<file path="config.mk">
export PLATFORM = sky130hd
export DESIGN_NAME = subleq_pc_stack
export DESIGN_NICKNAME = d
export VERILOG_FILES = /design/src/rtl/subleq_pc_stack.sv
export SDC_FILE = /design/constraint.sdc
export NUM_CORES = 1
export LEC_CHECK = 0
export ABC_AREA = 1
export BUFFER_PORTS_ARGS = -buffer_cell sky130_fd_sc_hd__buf_2
export CORE_UTILIZATION = 40
export DETAILED_ROUTE_END_ITERATION = 8
export PLACE_DENSITY = 0.65
export RECOVER_POWER = 50
export SYNTH_ARGS = -nofsm -noshare
export SYNTH_HDL_FRONTEND = slang
export SYNTH_SLANG_ARGS = --single-unit
</file>
<file path="constraint.sdc">
create_clock -name clk -period 3.9 [get_ports clk]
set_input_delay 0.975 -clock clk [delete_from_list [all_inputs] [get_ports clk]]
set_output_delay 0.975 -clock clk [all_outputs]
set_load 0.01 [all_outputs]
</file>
<file path="src/rtl/subleq_pc_stack.sv">
// Program counter for the subleq core: stall, inc, branch, call/return through a
// hardware return-address stack, sticky halt and stack overflow/underflow flags.
module subleq_pc_stack #(
  parameter int                   WORD_SIZE   = 16,
  parameter logic [WORD_SIZE-1:0] RESET_ADDR  = '0,
  parameter int                   STEP        = 1,
  parameter int                   STACK_DEPTH = 4,
  parameter bit                   HALT_ON_NEG = 1'b1
) (
  input  logic                               clk,
  input  logic                               areset,
  input  logic                               en,
  input  logic                               inc,
  input  logic                               branch,
  input  logic                               call,
  input  logic                               ret,
  input  logic [WORD_SIZE-1:0]               addr,
  output logic [WORD_SIZE-1:0]               pc_out,
  output logic                               halted,
  output logic                               stk_ovf,
  output logic                               stk_unf,
  output logic [$clog2(STACK_DEPTH+1)-1:0]   stk_depth
);

  localparam int                   DW     = $clog2(STACK_DEPTH + 1);
  localparam int                   SLOTS  = 1 << DW;
  localparam logic [WORD_SIZE-1:0] STEP_W = WORD_SIZE'(STEP);
  localparam logic [DW-1:0]        FULL   = DW'(STACK_DEPTH);

  // Sized to the full pointer range so the depth pointer indexes it directly;
  // slots at or above STACK_DEPTH are never written.
  logic [WORD_SIZE-1:0] stack [SLOTS];

  logic [WORD_SIZE-1:0] pc_seq;
  logic [DW-1:0]        top_idx;
  logic                 target_halt;
  logic                 active;
  logic                 do_push;

  assign pc_seq      = pc_out + STEP_W;
  assign top_idx     = stk_depth - DW'(1);
  assign target_halt = (addr == pc_out) || (HALT_ON_NEG && addr[WORD_SIZE-1]);
  assign active      = !areset && !halted && en;
  assign do_push     = active && !ret && call && (stk_depth != FULL);

  always_ff @(posedge clk) begin
    if (do_push) stack[stk_depth] <= pc_seq;
  end

  always_ff @(posedge clk) begin
    if (areset) begin
      pc_out    <= RESET_ADDR;
      halted    <= 1'b0;
      stk_ovf   <= 1'b0;
      stk_unf   <= 1'b0;
      stk_depth <= '0;
    end else if (active) begin
      if (ret) begin
        if (stk_depth != '0) begin
          pc_out    <= stack[top_idx];
          stk_depth <= top_idx;
        end else begin
          stk_unf <= 1'b1;
          pc_out  <= pc_seq;
        end
      end else if (call) begin
        // The jump happens whether or not the return address fits.
        if (stk_depth != FULL) stk_depth <= stk_depth + DW'(1);
        else                   stk_ovf   <= 1'b1;
        pc_out <= addr;
        if (target_halt) halted <= 1'b1;
      end else if (branch) begin
        pc_out <= addr;
        if (target_halt) halted <= 1'b1;
      end else if (inc) begin
        pc_out <= pc_seq;
      end
    end
  end

endmodule

</file>
==> results by group, run 1 <==
Timing
  • Clock skew: around 0.0052 ns
  • Peak Freq: roughly 0.32 GHz
  • Post-route setup TNS: 0 ns
  • Hold Vio Cnt, Final: 0
  • Tmin final: 3.11 ns
  • Measured slew at the worst slew-check pin: 0.873 ns
  • Final period util: 79.8%
  • Slew Limit Fails: 0
  • RSZ-0062 raised after global routing: no
  • Rel. slew slack: a little over two fifths
  • Setup violations, final: 0

Critical path
  • Worst path depth: 7
  • Worst-path cell chain: clkbuf_1, inv_1, nand3_1, nor4_1, nand2_1, nor3_2, buf_4
  • Reg-to-Reg End: stack[7][5]$_DFFE_PP_
  • Worst setup EP type: register
  • Worst path bufs/invs: 3
  • Crit path kind: in -> reg
  • Startpoint types: input pin
  • Req. time, crit path: 4.03 ns
  • Crit-path leading delay family: simple AND/OR/NAND/NOR gates
  • CP Launch Point: areset
  • R2R cell count: 8
  • Setup slack, reg-to-reg: 1.13 ns
  • Slowest CP cell: nor3_2
  • CP Max Fanout: 14
  • Worst endpoint data arrival time: 3.24 ns
  • FF-to-FF Start: stk_depth[1]$_SDFFE_PP0P_
  • Crit-path max cell delay: 0.44 ns

Pwr
  • Worst IR Drop VDD: 297 uV
  • Pwr Density: around 480 nW/um2
  • Sw frac: 25.1%
  • P_sw: 0.971 mW
  • Comb power frac: 11.6%
  • Clk network pwr share: approximately two fifths
  • P_leak: 3.01 nW
  • Sequential share of power: 46.6%
  • Cell Int Power: 2.90 mW

Detailed routing
  • Drt pass-1 iters: 5
  • Final wirelength: 17300 um
  • WL/cell: 16.8 um
  • DR vias: 5299
  • DRT iter0 DRCs: 490
  • Vias per inst: 5.15
  • Post-route ant nets: 0
  • Drt drc: 0

CTS
  • Hold-fix buffers at CTS: 0
  • CTS root buffer: clkbuf_16
  • CTS buffer count: 17
  • H-tree depth: 4
  • Setup repair bufs after CTS: 0
  • Post-CTS resize count: 0
  • Clock buffer depth: 2
  • Clock Sinks: 150
  • CTS tree: done
  • Worst-skew pair later-pin latency: 0.43 ns
  • CTS clk-pin slew, worst paths: roughly 0.06 ns

Global routing
  • GR Util All Layers: 20.3%
  • GRT Residual Overflow: 0
  • Largest net degree at the start of global routing: 69
  • First-pass GRT wire length: about 27000 um
  • Initial antenna violation count: 0
  • Via count of the first global-routing pass: 4915

Die
  • Die footprint: about 18000 um2
  • Die height: 135 um
  • Die X: 135 um
  • Starting Density: 41.0%
  • # IOs: 45
  • Core Area: 17300 um2
  • Row count: 48

Logic synthesis
  • Synth Area in Compound Gates: 11.6%
  • Portion of netlist area occupied by mux cells: 0%
  • #FFs+latches synth: 150
  • Cell Area, Synth: 7100 um2
  • XOR/XNOR share of the synthesized area: about 1.3%
  • Yosys warning count: 0
  • Syn Area/Cell: approximately 9.5 um2
  • Syn_nets: 776
  • Synth Area in Simple Gates: between 20% and 30%
  • Adder-cell share of the synthesized area: 0.705%
  • Largest family of logic cells by synthesized area: simple AND/OR/NAND/NOR gates
  • Seq/Total Area, Yosys: 60.4%
  • Synth unique cells: 33
  • Gate Count Post-Synth: 749

Cells and area
  • Area growth from synthesis to layout: 13.5%
  • Number of nets in the final layout: between 800 and 900
  • Layout cells sized above 1: about a tenth
  • N_diodes: 0
  • Fin util: 46.6%

Run
  • Max-cap violations: 0

Place
  • Port Buf Inserts: 44
  • Gp weighted congestion: ~0.9
  • Post-DP HPWL: 11700 um

Hold path
  • Hold Crit Class: reg -> reg
  • HP Start: stk_unf$_SDFFE_PP0P_
  • Worst Hold Path EP: stk_unf$_SDFFE_PP0P_
  • WHS Path Cells: 2

Outcome
  • Status: complete, no violations
## power groups by stage
stage / clock, mW / combinational [mW] / sequential [mW]
6_report: 1.62 / 0.448 / 1.81
5_1_grt: 1.70 / 0.505 / 1.81
4_1_cts: 1.64 / 0.454 / 1.81
3_5_place_dp: 0 / 0.453 / 1.84
3_3_place_gp: 0 / 0.446 / 1.84
2_1_floorplan: 0 / 0.312 / 1.83
## cells in the final DEF (no fill, tap or decap), types with 2 or more instances in the layout
cell        count
nand3_1        49
inv_1          57
clkinv_1        2
nor2_1        148
bufinv_16       3
nor3_2          6
ha_1            4
nand2_1       121
inv_2           6
a21oi_1        36
edfxtp_1      128
o211ai_1       24
o21ai_1        18
nor2_4          2
clkbuf_1       19
dfxtp_1        21
clkinv_2        4
o21ai_0        72
clkinv_4        2
nor3_1          4
buf_4          13
clkinvlp_4      2
clkbuf_16      17
xor2_1          5
and2_0          3
nand4_1         3
buf_2          25
## cell families after synthesis
| logic type | count (synthesis) |
|---|---|
| AOI/OAI and AO/OA | 152 |
| xor gates and xnor gates | 7 |
| adders and majority gates | 4 |
| buffers and inverters | 96 |
| DFF | 150 |
| and+or+nand+nor | 340 |
## final cells by class
type                       instances  area [um2]
inverter                          63         236
fill                            1678        9240
clock buffer                      17         425
tap                              225         282
timing repair buffer              57         294
multi-input combinational        503        2380
clock inverter                    14         159
sequential                       150        4290
## worst max path at each step
stage                                   to  slack, ns
floorplan            stack[4][0]$_DFFE_PP_       0.74
finish               stack[7][5]$_DFFE_PP_       0.79
CTS                 pc_out[2]$_SDFFE_PP0P_       1.13
detailed placement   stack[7][6]$_DFFE_PP_       0.71
global placement    stack[7][14]$_DFFE_PP_       0.74
global route         stack[7][5]$_DFFE_PP_       0.63
## cells in the mapped netlist
library cell | count | area [um2]
a211oi_1 | 1 | 7.51
a21oi_1 | 36 | 180
and2_1 | 3 | 18.8
buf_2 | 14 | 70.1
buf_4 | 5 | 37.5
buf_6 | 2 | 22.5
clkbuf_1 | 12 | 45.0
dfxtp_1 | 22 | 440
edfxtp_1 | 128 | 3840
ha_1 | 4 | 50.1
inv_1 | 55 | 206
inv_2 | 8 | 30.0
nand2_1 | 120 | 450
nand2_2 | 1 | 6.26
nand3_1 | 47 | 235
nand3_2 | 2 | 20.0
nand4_1 | 3 | 18.8
nor2_1 | 145 | 544
nor2_2 | 2 | 12.5
nor2_4 | 4 | 45.0
nor3_1 | 8 | 40.0
nor3_2 | 2 | 20.0
nor4_1 | 1 | 6.26
o211ai_1 | 24 | 180
o21a_1 | 1 | 7.51
o21ai_0 | 69 | 345
o21ai_1 | 21 | 105
or2_0 | 1 | 6.26
or2_2 | 1 | 6.26
xnor2_1 | 1 | 8.76
xnor2_4 | 1 | 27.5
xor2_1 | 3 | 26.3
xor2_2 | 2 | 32.5
## flip-flops by register name, summed over array words and instances (netlist names)
| signal | flops |
|---|---|
| pc_out | 16 |
| halted | 1 |
| stk_depth | 3 |
| stack | 128 |
| stk_ovf | 1 |
| stk_unf | 1 |
## routing by layer
layer / vias up / wire length, um / share of wire (%) / track usage (%)
li1: 2639 / - / - / -
met1: 2434 / 8000 / 46 / 28.9
met2: 202 / 7900 / 46 / 31.0
met3: 24 / 1160 / 6.7 / 4.45
met4: 0 / 253 / 1.5 / 6.43
met5: - / 0 / 0 / 0
## per-stage QoR
step	power (mW)	hold slack (ns)	std cells	instance area [um2]	worst slack, ns
3_5_place_dp	2.29	0.462	998	7550	0.707
3_3_place_gp	2.29	0.460	998	7550	0.741
2_1_floorplan	2.15	0.494	749	7100	0.737
6_report	3.87	0.480	1029	8060	0.790
5_1_grt	4.02	0.518	1029	8060	0.627
4_1_cts	3.90	0.477	1029	8140	1.13
## worst reg2reg max path: stages, from the launching register on
cell and delay [ns]:
dfxtp_1 0.44, inv_1 0.22, ha_1 0.26, nand2_1 0.07, inv_1 0.06, nor4_1 0.41, nand2_1 0.28, nor3_2 0.44
buf_4 0.29
(Power assumes the default switching activity.)
==> run 2, diff against run 1 <==
- ABC_AREA: 1 -> 0
- PLACE_DENSITY: 0.65 -> 0.66
- clock period: 3.9 -> 3.1 ns (I/O delays scaled with it)
==> results by group, run 2 <==
Critical path
  • Worst setup EP type: register
  • CP Launch Point: stk_depth[1]$_SDFFE_PP0P_
  • Crit-path leading delay family: multiplexers
  • Worst-path cell chain: inv_1, ha_1, buf_12, mux4_2, mux2i_1, nor2_1, a221oi_1, a211oi_1
  • Req. time, crit path: 3.36 ns (-0.67 ns)
  • Worst path depth: 8 (+1)
  • Reg-to-Reg End: pc_out[4]$_SDFFE_PP0P_
  • CP Capture Point: pc_out[4]$_SDFFE_PP0P_
  • CP Max Fanout: 32 (+18)
  • Slowest CP cell: dfxtp_1
  • Worst endpoint data arrival time: 2.86 ns (-0.38 ns)
  • R2R cell count: 8 (unchanged)
  • Crit-path max cell delay: 0.54 ns (+0.10 ns)
  • Startpoint types: register
  • FF-to-FF Start: stk_depth[1]$_SDFFE_PP0P_
  • Worst path bufs/invs: 2 (-1)
  • Setup slack, reg-to-reg: 0.50 ns (-0.63 ns)
  • Crit path kind: reg -> reg

Place
  • Gp weighted congestion: 0.864 (-3.3%)
  • Port Buf Inserts: 44 (unchanged)
  • Post-DP HPWL: 10600 um (-9.7%)

Cells and area
  • Largest reg by FF count: stack
  • Number of nets in the final layout: 501 (-39%)
  • N_diodes: 0 (unchanged)
  • Layout cells sized above 1: 23.8% (+13 points)
  • Most common cell after layout, fill and taps aside: edfxtp_1
  • Max reg flops: 128 (unchanged)
  • Commonest cells after routing, fill and taps aside: edfxtp_1 (128), nor2_1 (32), mux4_2 (32)
  • Area growth from synthesis to layout: 15.8%
  • Top Registers: stack (128), pc_out (16), stk_depth (3)

Timing
  • Hold Vio Cnt, Final: 0 (unchanged)
  • Clock skew: 0.0123 ns (+0.00707 ns)
  • Setup violations, final: 0 (unchanged)
  • Final period util: a little over four fifths
  • Post-route setup TNS: 0 ns (unchanged)
  • Peak Freq: 0.385 GHz
  • Rel. slew slack: 28.0% (-14 points)
  • Slew Limit Fails: 0 (unchanged)
  • Hold slack: 0.488 ns (+0.00827 ns)
  • Measured slew at the worst slew-check pin: 1.08 ns (+0.207 ns)
  • RSZ-0062 raised after global routing: no
  • Tmin final: 2.60 ns

Detailed routing
  • WL/cell: 21.8 um (+30%)
  • Post-route ant nets: 0 (unchanged)
  • DRT iter0 DRCs: 473 (-3.5%)
  • Drt pass-1 iters: 5 (unchanged)
  • Vias per inst: 5.56 (+7.9%)
  • DR vias: 3906 (-26%)
  • Drt drc: 0 (unchanged)
  • Final wirelength: 15300 um (-11%)

Die
  • Die footprint: 16800 um2 (-8.1%)
  • Starting Density: 41.0% (about the same)
  • # IOs: 45 (unchanged)
  • Row count: 46 (-4.2%)
  • Die X: 130 um (-4.1%)
  • Die height: 130 um (-4.1%)
  • Core Area: 15900 um2 (-8.2%)

Logic synthesis
  • Syn Area/Cell: 15.7 um2 (+66%)
  • Area contributors post-synth: edfxtp_1 (59%), mux4_2 (11%), dfxtp_1 (6.8%)
  • Syn_nets: 441 (-43%)
  • Ys async rst share: 0% (unchanged)
  • Most common cell in the netlist: edfxtp_1
  • Commonest cells in the netlist: edfxtp_1 (128), nor2_1 (38), mux4_2 (32), dfxtp_1 (22), xnor2_1 (18)
  • Cell Area, Synth: 6510 um2 (-8.2%)
  • Gate Count Post-Synth: 414 (-45%)
  • Primary FF master, synth: edfxtp_1
  • Post-synth EDFFs: 128 (unchanged)
  • Synth top area share: 59.0% (+4.8 points)
  • Yosys warning count: 0 (unchanged)
  • Seq/Total Area, Yosys: 65.8% (+5.4 points)
  • Synth unique cells: 46 (+39%)
  • #FFs+latches synth: 150 (unchanged)
  • Leading area contributor after synthesis: edfxtp_1

Pwr
  • Pwr Density: 613 nW/um2 (+27%)
  • P_leak: 2.48 nW (-17%)
  • P_sw: 1.17 mW (+21%)
  • Tot Pwr: 4.62 mW (+19%)
  • Sw frac: 25.4% (+0.33 points)
  • Clk network pwr share: 41.1% (-0.7 points)
  • Cell Int Power: 3.45 mW (+19%)
  • Sequential share of power: 49.3% (+2.7 points)
  • Comb power frac: 9.6% (-2.0 points)
  • Worst IR Drop VDD: 392 uV (+32%)

Global routing
  • GR Util All Layers: 20.1% (-0.24 points)
  • First-pass GRT wire length: 23700 um (-14%)
  • Via count of the first global-routing pass: 3957 (-19%)
  • GRT Residual Overflow: 0 (unchanged)
  • Largest net degree at the start of global routing: 36 (-48%)
  • Initial antenna violation count: 0 (unchanged)

Run
  • Max-cap violations: 0 (unchanged)

CTS
  • Post-CTS resize count: 0 (unchanged)
  • Worst-skew pair later-pin latency: 0.43 ns (about the same)
  • CTS tree: done
  • CTS root buffer: clkbuf_16
  • H-tree depth: 4 (unchanged)
  • Setup repair bufs after CTS: 0 (unchanged)
  • CTS buffer count: 17 (unchanged)
  • CTS clk-pin slew, worst paths: 0.07 ns (about the same)
  • Clock Sinks: 150 (unchanged)
  • Hold-fix buffers at CTS: 0 (unchanged)
  • Clock buffer depth: 2 (unchanged)

Outcome
  • Status: complete, no violations

Hold path
  • Hold Crit Class: reg -> reg
## run 2: cell count changes after synthesis, sizes merged, moves of 10 or more
| cell | before | now |
|---|---|---|
| o211ai | 24 | 6 |
| a311oi | 0 | 10 |
| nand3 | 49 | 9 |
| inv | 63 | 8 |
| nor2 | 151 | 38 |
| mux4 | 0 | 32 |
| xnor2 | 2 | 18 |
| a21oi | 36 | 11 |
| o21ai | 90 | 4 |
| nand2 | 121 | 14 |
## run 2: cell type report
cell class              count  area (um2)
fillers                  1379        8340
repair buffers             68         349
well taps                 216         270
inverters                   8        30.0
multi-input cells         229        2060
clock inverters            15         121
clock buffers              17         425
flip-flops and latches    150        4290
## run 2: power by group through the flow
stage	logic, mW	registers (mW)	clock network, mW
2_1_floorplan	0.303	2.30	0
3_3_place_gp	0.452	2.32	0
3_5_place_dp	0.458	2.32	0
4_1_cts	0.461	2.28	1.93
5_1_grt	0.483	2.28	2.03
6_report	0.446	2.28	1.90
## run 2: cells by family after synthesis
| kind of cell | count (synthesis) | share of synthesized area [%] |
|---|---|---|
| mux | 39 | 12.1 |
| xor+xnor | 32 | 4.42 |
| fa+ha+maj | 4 | 0.768 |
| flops | 150 | 65.8 |
| buf+inv | 35 | 2.65 |
| compound gates | 62 | 6.91 |
| simple gates | 92 | 7.36 |
## run 2: worst min-delay path by stage
stage | from | end | slack (ns) | cells after the start
final | stk_ovf$_SDFFE_PP0P_ | stk_ovf$_SDFFE_PP0P_ | 0.49 | 2
after global placement | stk_unf$_SDFFE_PP0P_ | stk_unf$_SDFFE_PP0P_ | 0.45 | 2
after detailed placement | stk_unf$_SDFFE_PP0P_ | stk_unf$_SDFFE_PP0P_ | 0.46 | 2
after floorplan | stk_unf$_SDFFE_PP0P_ | stk_unf$_SDFFE_PP0P_ | 0.50 | 2
after global routing | halted$_SDFFE_PP0P_ | halted$_SDFFE_PP0P_ | 0.52 | 2
after CTS | stk_ovf$_SDFFE_PP0P_ | stk_ovf$_SDFFE_PP0P_ | 0.48 | 2
## run 2: metal layers
metal	share of wire, %	vias to the layer above	GRT usage [%]
met3	7.4	10	6.11
li1	-	1763	-
met5	0	-	0
met4	1.1	0	6.63
met2	47	157	28.5
met1	45	1976	29.3
## run 2: tightest hold or removal path, delay by kind of cell, from the launching register on
kind,cells,cell delay [ns]
and+or+nand+nor,1,0.07
DFF,1,0.34
AOI/OAI and AO/OA,1,0.04
## run 2: through the flow
step           setup slack (ns)  instance area [um2]  util, %  cells
3_5_place_dp              0.402                 7080     44.6    671
6_report                  0.500                 7550     47.5    703
4_1_cts                   0.566                 7630     48.0    703
2_1_floorplan             0.394                 6530        -    414
3_3_place_gp              0.490                 7080     44.6    671
5_1_grt                   0.382                 7550     47.5    703
